`src/rtl/game_collision_pkg.sv`:
```
// Shared types and helpers for the game collision detector.
//   coll_state_t      : IDLE (pixels ignored) / ACCUM (pixels counted)
//   N_TARGETS_DEFAULT : default number of target sprites
//   sat_inc           : saturating increment, clamps at max
package game_collision_pkg;

    typedef enum logic {
        IDLE  = 1'b0,
        ACCUM = 1'b1
    } coll_state_t;

    localparam int N_TARGETS_DEFAULT = 3;

    // Counters are at most 8 bits wide (MIN_OVERLAP <= 255), so the helper
    // works on 8 bits and callers cast to their own width.
    function automatic logic [7:0] sat_inc(input logic [7:0] cnt, input logic [7:0] max);
        return (cnt >= max) ? max : cnt + 8'd1;
    endfunction

endpackage

```
`src/rtl/game_overlap_counter.sv`:
```
// Saturating overlap-pixel counter.
//   clk, rst_n : clock, asynchronous active-low reset
//   inc        : count one overlapping pixel this cycle
//   clr        : return to zero (takes priority over inc)
//   met        : count has reached MAX
module game_overlap_counter
    import game_collision_pkg::*;
#(
    parameter int MAX = 4
) (
    input  logic clk,
    input  logic rst_n,
    input  logic inc,
    input  logic clr,
    output logic met
);

    localparam int CW = $clog2(MAX + 1);

    logic [CW-1:0] cnt_q, cnt_d;

    always_comb begin
        cnt_d = cnt_q;
        if (clr) begin
            cnt_d = '0;
        end else if (inc) begin
            cnt_d = CW'(sat_inc(8'(cnt_q), 8'(MAX)));
        end
    end

    always_ff @(posedge clk or negedge rst_n) begin
        if (!rst_n) begin
            cnt_q <= '0;
        end else begin
            cnt_q <= cnt_d;
        end
    end

    assign met = (cnt_q == CW'(MAX));

endmodule

```
`src/rtl/game_collision_detector.sv`:
```
// Frame-based collision detector feeding the game master FSM.
// Counts spaceship/target and bullet/target overlap pixels over one video
// frame and, at the next frame edge (inactive->active vsync), emits 1-cycle
// registered pulses.
//   clk, rst_n        : pixel clock, asynchronous active-low reset
//   vsync, display_on : display timing
//   target_rgb_en     : per-target opaque flags
//   bullet_rgb_en     : bullet opaque flag
//   spaceship_rgb_en  : spaceship opaque flag
//   clear             : drop the current frame and return to IDLE
//   collision         : pulse, spaceship hit a target
//   collision_bullet  : pulse, bullet hit a target
//   hit_target        : targets hit by the bullet, valid with collision_bullet
// Optional macro GAME_COLLISION_FRAME_FILTER_EN: a hit must be seen in two
// consecutive evaluated frames before it pulses.
module game_collision_detector
    import game_collision_pkg::*;
#(
    parameter int N_TARGETS   = N_TARGETS_DEFAULT,
    parameter int MIN_OVERLAP = 4,
    parameter bit VSYNC_POL   = 1'b0
) (
    input  logic                 clk,
    input  logic                 rst_n,
    input  logic                 vsync,
    input  logic                 display_on,
    input  logic [N_TARGETS-1:0] target_rgb_en,
    input  logic                 bullet_rgb_en,
    input  logic                 spaceship_rgb_en,
    input  logic                 clear,
    output logic                 collision,
    output logic                 collision_bullet,
    output logic [N_TARGETS-1:0] hit_target
);

    coll_state_t          state_q, state_d;
    logic                 vsync_act_q, vsync_act_d;
    logic                 collision_q, collision_d;
    logic                 collision_bullet_q, collision_bullet_d;
    logic [N_TARGETS-1:0] hit_target_q, hit_target_d;

    logic                 vsync_act;
    logic                 frame_edge;
    logic                 eval;
    logic                 counting;
    logic                 cnt_clr;
    logic                 ship_inc;
    logic                 ship_met;
    logic [N_TARGETS-1:0] bul_inc;
    logic [N_TARGETS-1:0] bul_met;

    // Normalise vsync polarity; the edge register resets to "inactive" so a
    // vsync already active out of reset still produces one edge.
    assign vsync_act   = (vsync == VSYNC_POL);
    assign vsync_act_d = vsync_act;
    assign frame_edge  = vsync_act & ~vsync_act_q;

    // A frame is evaluated only from ACCUM; clear in the same cycle cancels it.
    assign eval     = (state_q == ACCUM) & frame_edge & ~clear;
    assign counting = (state_q == ACCUM) & display_on;
    // Counters are held at zero in IDLE so a partial frame never leaks in.
    assign cnt_clr  = (state_q != ACCUM) | clear | frame_edge;

    assign ship_inc = counting & spaceship_rgb_en & (|target_rgb_en);
    assign bul_inc  = {N_TARGETS{counting & bullet_rgb_en}} & target_rgb_en;

    game_overlap_counter #(.MAX(MIN_OVERLAP)) u_ship_cnt (
        .clk   (clk),
        .rst_n (rst_n),
        .inc   (ship_inc),
        .clr   (cnt_clr),
        .met   (ship_met)
    );

    for (genvar gi = 0; gi < N_TARGETS; gi++) begin : g_bul_cnt
        game_overlap_counter #(.MAX(MIN_OVERLAP)) u_bul_cnt (
            .clk   (clk),
            .rst_n (rst_n),
            .inc   (bul_inc[gi]),
            .clr   (cnt_clr),
            .met   (bul_met[gi])
        );
    end

    // FSM: state register
    always_ff @(posedge clk or negedge rst_n) begin
        if (!rst_n) begin
            state_q <= IDLE;
        end else begin
            state_q <= state_d;
        end
    end

    // FSM: next state
    always_comb begin
        state_d = state_q;
        case (state_q)
            IDLE:    if (frame_edge && !clear) state_d = ACCUM;
            ACCUM:   if (clear)                state_d = IDLE;
            default: state_d = IDLE;
        endcase
    end

`ifdef GAME_COLLISION_FRAME_FILTER_EN
    // Sticky bits hold "threshold met last evaluated frame". A bit that fires
    // is cleared so a third consecutive hit frame needs a fresh pair.
    logic                 ship_sticky_q, ship_sticky_d;
    logic [N_TARGETS-1:0] bul_sticky_q, bul_sticky_d;

    // FSM: outputs
    always_comb begin
        collision_d   = 1'b0;
        hit_target_d  = '0;
        ship_sticky_d = ship_sticky_q;
        bul_sticky_d  = bul_sticky_q;
        if (clear) begin
            ship_sticky_d = 1'b0;
            bul_sticky_d  = '0;
        end else if (eval) begin
            collision_d   = ship_met & ship_sticky_q;
            ship_sticky_d = ship_met & ~ship_sticky_q;
            hit_target_d  = bul_met & bul_sticky_q;
            bul_sticky_d  = bul_met & ~bul_sticky_q;
        end
        collision_bullet_d = |hit_target_d;
    end

    always_ff @(posedge clk or negedge rst_n) begin
        if (!rst_n) begin
            ship_sticky_q <= 1'b0;
            bul_sticky_q  <= '0;
        end else begin
            ship_sticky_q <= ship_sticky_d;
            bul_sticky_q  <= bul_sticky_d;
        end
    end
`else
    // FSM: outputs
    always_comb begin
        collision_d  = 1'b0;
        hit_target_d = '0;
        if (eval) begin
            collision_d  = ship_met;
            hit_target_d = bul_met;
        end
        collision_bullet_d = |hit_target_d;
    end
`endif

    always_ff @(posedge clk or negedge rst_n) begin
        if (!rst_n) begin
            vsync_act_q        <= 1'b0;
            collision_q        <= 1'b0;
            collision_bullet_q <= 1'b0;
            hit_target_q       <= '0;
        end else begin
            vsync_act_q        <= vsync_act_d;
            collision_q        <= collision_d;
            collision_bullet_q <= collision_bullet_d;
            hit_target_q       <= hit_target_d;
        end
    end

    assign collision        = collision_q;
    assign collision_bullet = collision_bullet_q;
    assign hit_target       = hit_target_q;

endmodule

```
`config.mk`:
```
export PLATFORM = sky130hd
export DESIGN_NAME = game_collision_detector
export DESIGN_NICKNAME = d
export VERILOG_FILES = /design/src/rtl/game_collision_pkg.sv /design/src/rtl/game_overlap_counter.sv /design/src/rtl/game_collision_detector.sv
export SDC_FILE = /design/constraint.sdc
export NUM_CORES = 1
export LEC_CHECK = 0
export CAP_MARGIN = 0
export CELL_PAD_IN_SITES_DETAIL_PLACEMENT = 0
export CELL_PAD_IN_SITES_GLOBAL_PLACEMENT = 1
export CORE_MARGIN = 3
export CORE_UTILIZATION = 35
export DETAILED_ROUTE_END_ITERATION = 10
export PLACE_DENSITY = 0.72
export SYNTH_ARGS = -nofsm -noshare
export SYNTH_HDL_FRONTEND = slang
export SYNTH_SLANG_ARGS = --single-unit
```
`constraint.sdc`:
```
create_clock -name clk -period 1.4 [get_ports clk]
set_clock_uncertainty 0.15 [all_clocks]
set_input_delay 0.42 -clock clk [delete_from_list [all_inputs] [get_ports clk]]
set_output_delay 0.42 -clock clk [all_outputs]
set_load 0.02 [all_outputs]
```
==> metrics.cfg <==
[layout]
diodes=0
syn2layout_area_growth_pct=44.11
layout-drive-gt1-share_pct=31.01
post-route-cell-area_um2=1300
num-fill-cells=226
nets=148

[worst_setup_path]
reg2reg_setup_slack_ns=0.02
critPathArrivalTime_ns=0.82
worstRegToRegCells=4
path_cells=buf_6
endpoint_kind=primary output
worstSetupPathType=flop to primary output
r2r-start=g_bul_cnt[1].u_bul_cnt.cnt_q[0]
critPathMaxStageDelay_ns=0.39
critPathTopFamily=flip-flops
r2r_end=g_bul_cnt[1].u_bul_cnt.cnt_q[1]
required_ns=0.83
cp-start-kind=flop
slowest_stage=dfrtp_1
path_buf_inv=1
cp_max_fo=1

[grt]
grt_pass1_vias=768
grt_use_total_pct=12.80
grt_pass1_wl_um=3270
antenna_found_initial=0
overflow=0
grt_max_degree=20

[job]
maxCapViolCount=0

[logic_synthesis]
synth.area.top_cells=dfrtp_1 53%, ha_1 11%, nand2_1 4.6%
synthesis.area_um2=902.1
synth-adder-area-share_pct=11.10
synth-simple-area-share_pct=21.91
synth_nets=110
syn-instance-count=92
synth-seq-area-share_pct=52.70
syn_area_per_cell_um2=9.806
synth_top_area_share_pct=52.70
synth_compound_area_share_pct=9.986
synth_largest_area_cell=dfrtp_1
synth_top_family_by_area=simple AND/OR/NAND/NOR gates
ys_seq_elements=19
ys_types=19
synthMuxAreaShare_pct=0
synth_xor_area_share_pct=0
synth_warnings=0

[detailed_routing]
ant_nets=0
drt_iter0_markers=8
drcViolationCount=0
wire_per_inst_um=12.76
wl_um=2003
firstDrtPassIters=2
vias_per_cell=5.025
vias=789

[power_and_ir_drop]
cellPowerDensity_nw_per_um2=717.9
ir_worst_vdd_mv=0.6720
leakage_nw=0.5859
p_sw_share_pct=24.55
switchingPower_mw=0.2291
pwr-share-seq_pct=59.7
internal-power_mw=0.7042
pwr-share-clk_pct=30.8
comb_power_share_pct=9.4

[die]
placementRows=17
dieArea_um2=3223
ios=15
start_util_pct=38.91
die_y_um=56.77
fp.dieW_um=56.77
coreArea_um2=2318

[cts]
cts.htree.levels=1
clk_path_buf_depth=2
clock_sinks=19
cts-buffers-inserted=3
clock_latency_ns=0.30
clk_pin_slew_ns=0.11
cts_tree=yes
cts_root_buffer=clkbuf_4

[sta]
fin_crit_ns=1.394
slew_violations=0
tightest_slew_ns=0.3127
slew_headroom_pct=78.99
hold_viol=0
rsz0062_at_grt=true
fmax_mhz=717.4
finalCritPeriodShare_pct=99.56
setup_viol_count_final=0
tns_ns=0

[worst_hold_path]
hp-class=input pin to async pin

[outcome]
status=completed

[place]
place_hpwl_um=1376
numPortBuffers=14
routabilityCongestion=0.7657
dpl_cell_area_um2=1152

-- power by group through the flow --
stage	Sequential, mW	Clock, mW	Combinational (mW)
final	0.558	0.288	0.0880
after global routing	0.558	0.327	0.0970
after CTS	0.557	0.300	0.0816
after detailed placement	0.567	0	0.0797
after global placement	0.567	0	0.0791
after floorplan	0.566	0	0.0163
-- worst max-delay path by stage --
stage | slack (ns) | to | startpoint | cells past startpoint
CTS | -0.02 | collision_bullet | collision_bullet | 1
global placement | -0.52 | g_bul_cnt[0].u_bul_cnt.cnt_q[1] | display_on | 4
finish | 0.006 | collision_bullet | collision_bullet | 1
detailed placement | -0.56 | g_bul_cnt[0].u_bul_cnt.cnt_q[1] | display_on | 4
global route | -0.04 | g_bul_cnt[0].u_bul_cnt.cnt_q[1] | g_bul_cnt[0].u_bul_cnt.cnt_q[0] | 4
floorplan | 0.05 | g_bul_cnt[0].u_bul_cnt.cnt_q[1] | g_bul_cnt[0].u_bul_cnt.cnt_q[0] | 4
-- routing by layer --
| metal | wire length (µm) | global-route usage [%] | up-vias |
|---|---|---|---|
| li1 | - | - | 390 |
| met5 | 0 | 0 | - |
| met2 | 971 | 22.77 | 17 |
| met1 | 925 | 14.63 | 380 |
| met4 | 13 | 1.987 | 0 |
| met3 | 92 | 5.057 | 2 |
-- registers in the layout, indices dropped and copies added, names as in the netlist --
register                   flops
collision                      1
g_bul_cnt.u_bul_cnt.cnt_q      9
hit_target                     3
state_q                        1
vsync_act_q                    1
collision_bullet               1
u_ship_cnt.cnt_q               3
-- what timing repair did --
| action | CTS | global route |
|---|---|---|
| hold buffers | 0 | 0 |
| gates cloned | 0 | 1 |
| gates resized for setup | 37 | 15 |
| endpoints found under the setup margin | 14 | 17 |
| setup buffers | 9 | 1 |
| pin swaps | 5 | 5 |
-- stage by stage --
| step | setup WS [ns] | std cells | util [%] | total power, mW | hold WS [ns] |
|---|---|---|---|---|---|
| after global placement | -0.5212 | 142 | 49.70 | 0.6463 | 0.3835 |
| after global routing | -0.04136 | 157 | 56.07 | 0.9822 | 0.2924 |
| final | 0.006123 | 157 | 56.07 | 0.9333 | 0.2945 |
| after detailed placement | -0.5643 | 142 | 49.70 | 0.6471 | 0.3819 |
| after CTS | -0.01548 | 155 | 53.80 | 0.9389 | 0.2912 |
| after floorplan | 0.05284 | 92 | - | 0.5825 | -0.02559 |
-- placed cells by master (no fill, tap or decap), drive strengths merged, types with 2 or more instances in the layout --
cell type	instances
a31oi	5
o21ai	3
dfrtp	19
buf	25
nor2	11
or3	4
clkdlybuf4s50	3
dlygate4sd2	5
ha	8
inv	9
nand4	3
a21oi	8
clkbuf	3
or3b	3
nand2	11
and3	2
-- logic make-up (layout without fill, tap and decap cells) --
family,Yosys count,count (layout)
compound gates,16,16
fa+ha+maj,8,8
buf+inv,10,47
flops,19,19
simple gates,39,39
-- layout make-up --
| cell class | instances | area (µm²) | share of cell area [%] |
|---|---|---|---|
| Tap cell | 28 | 35.03 | 2.695 |
| Multi-Input combinational cell | 63 | 424.2 | 32.63 |
| Clock buffer | 3 | 22.52 | 1.732 |
| Inverter | 9 | 33.78 | 2.599 |
| Timing Repair Buffer | 34 | 302.8 | 23.29 |
| Clock inverter | 1 | 5.005 | 0.3850 |
| Sequential cell | 19 | 476.7 | 36.67 |
-- cell usage after synthesis (all sizes together) --
| master | count |
|---|---|
| o21ai | 3 |
| a31oi | 5 |
| nand4 | 3 |
| nand3 | 1 |
| dfrtp | 19 |
| nand2 | 11 |
| or3 | 4 |
| nor2 | 11 |
| and3 | 2 |
| ha | 8 |
| nor2b | 1 |
| nand4b | 1 |
| a21oi | 8 |
| nor3 | 1 |
| or4 | 1 |
| buf | 1 |
| inv | 9 |
| or3b | 3 |
Note: power is estimated with default switching activity, not from simulation.
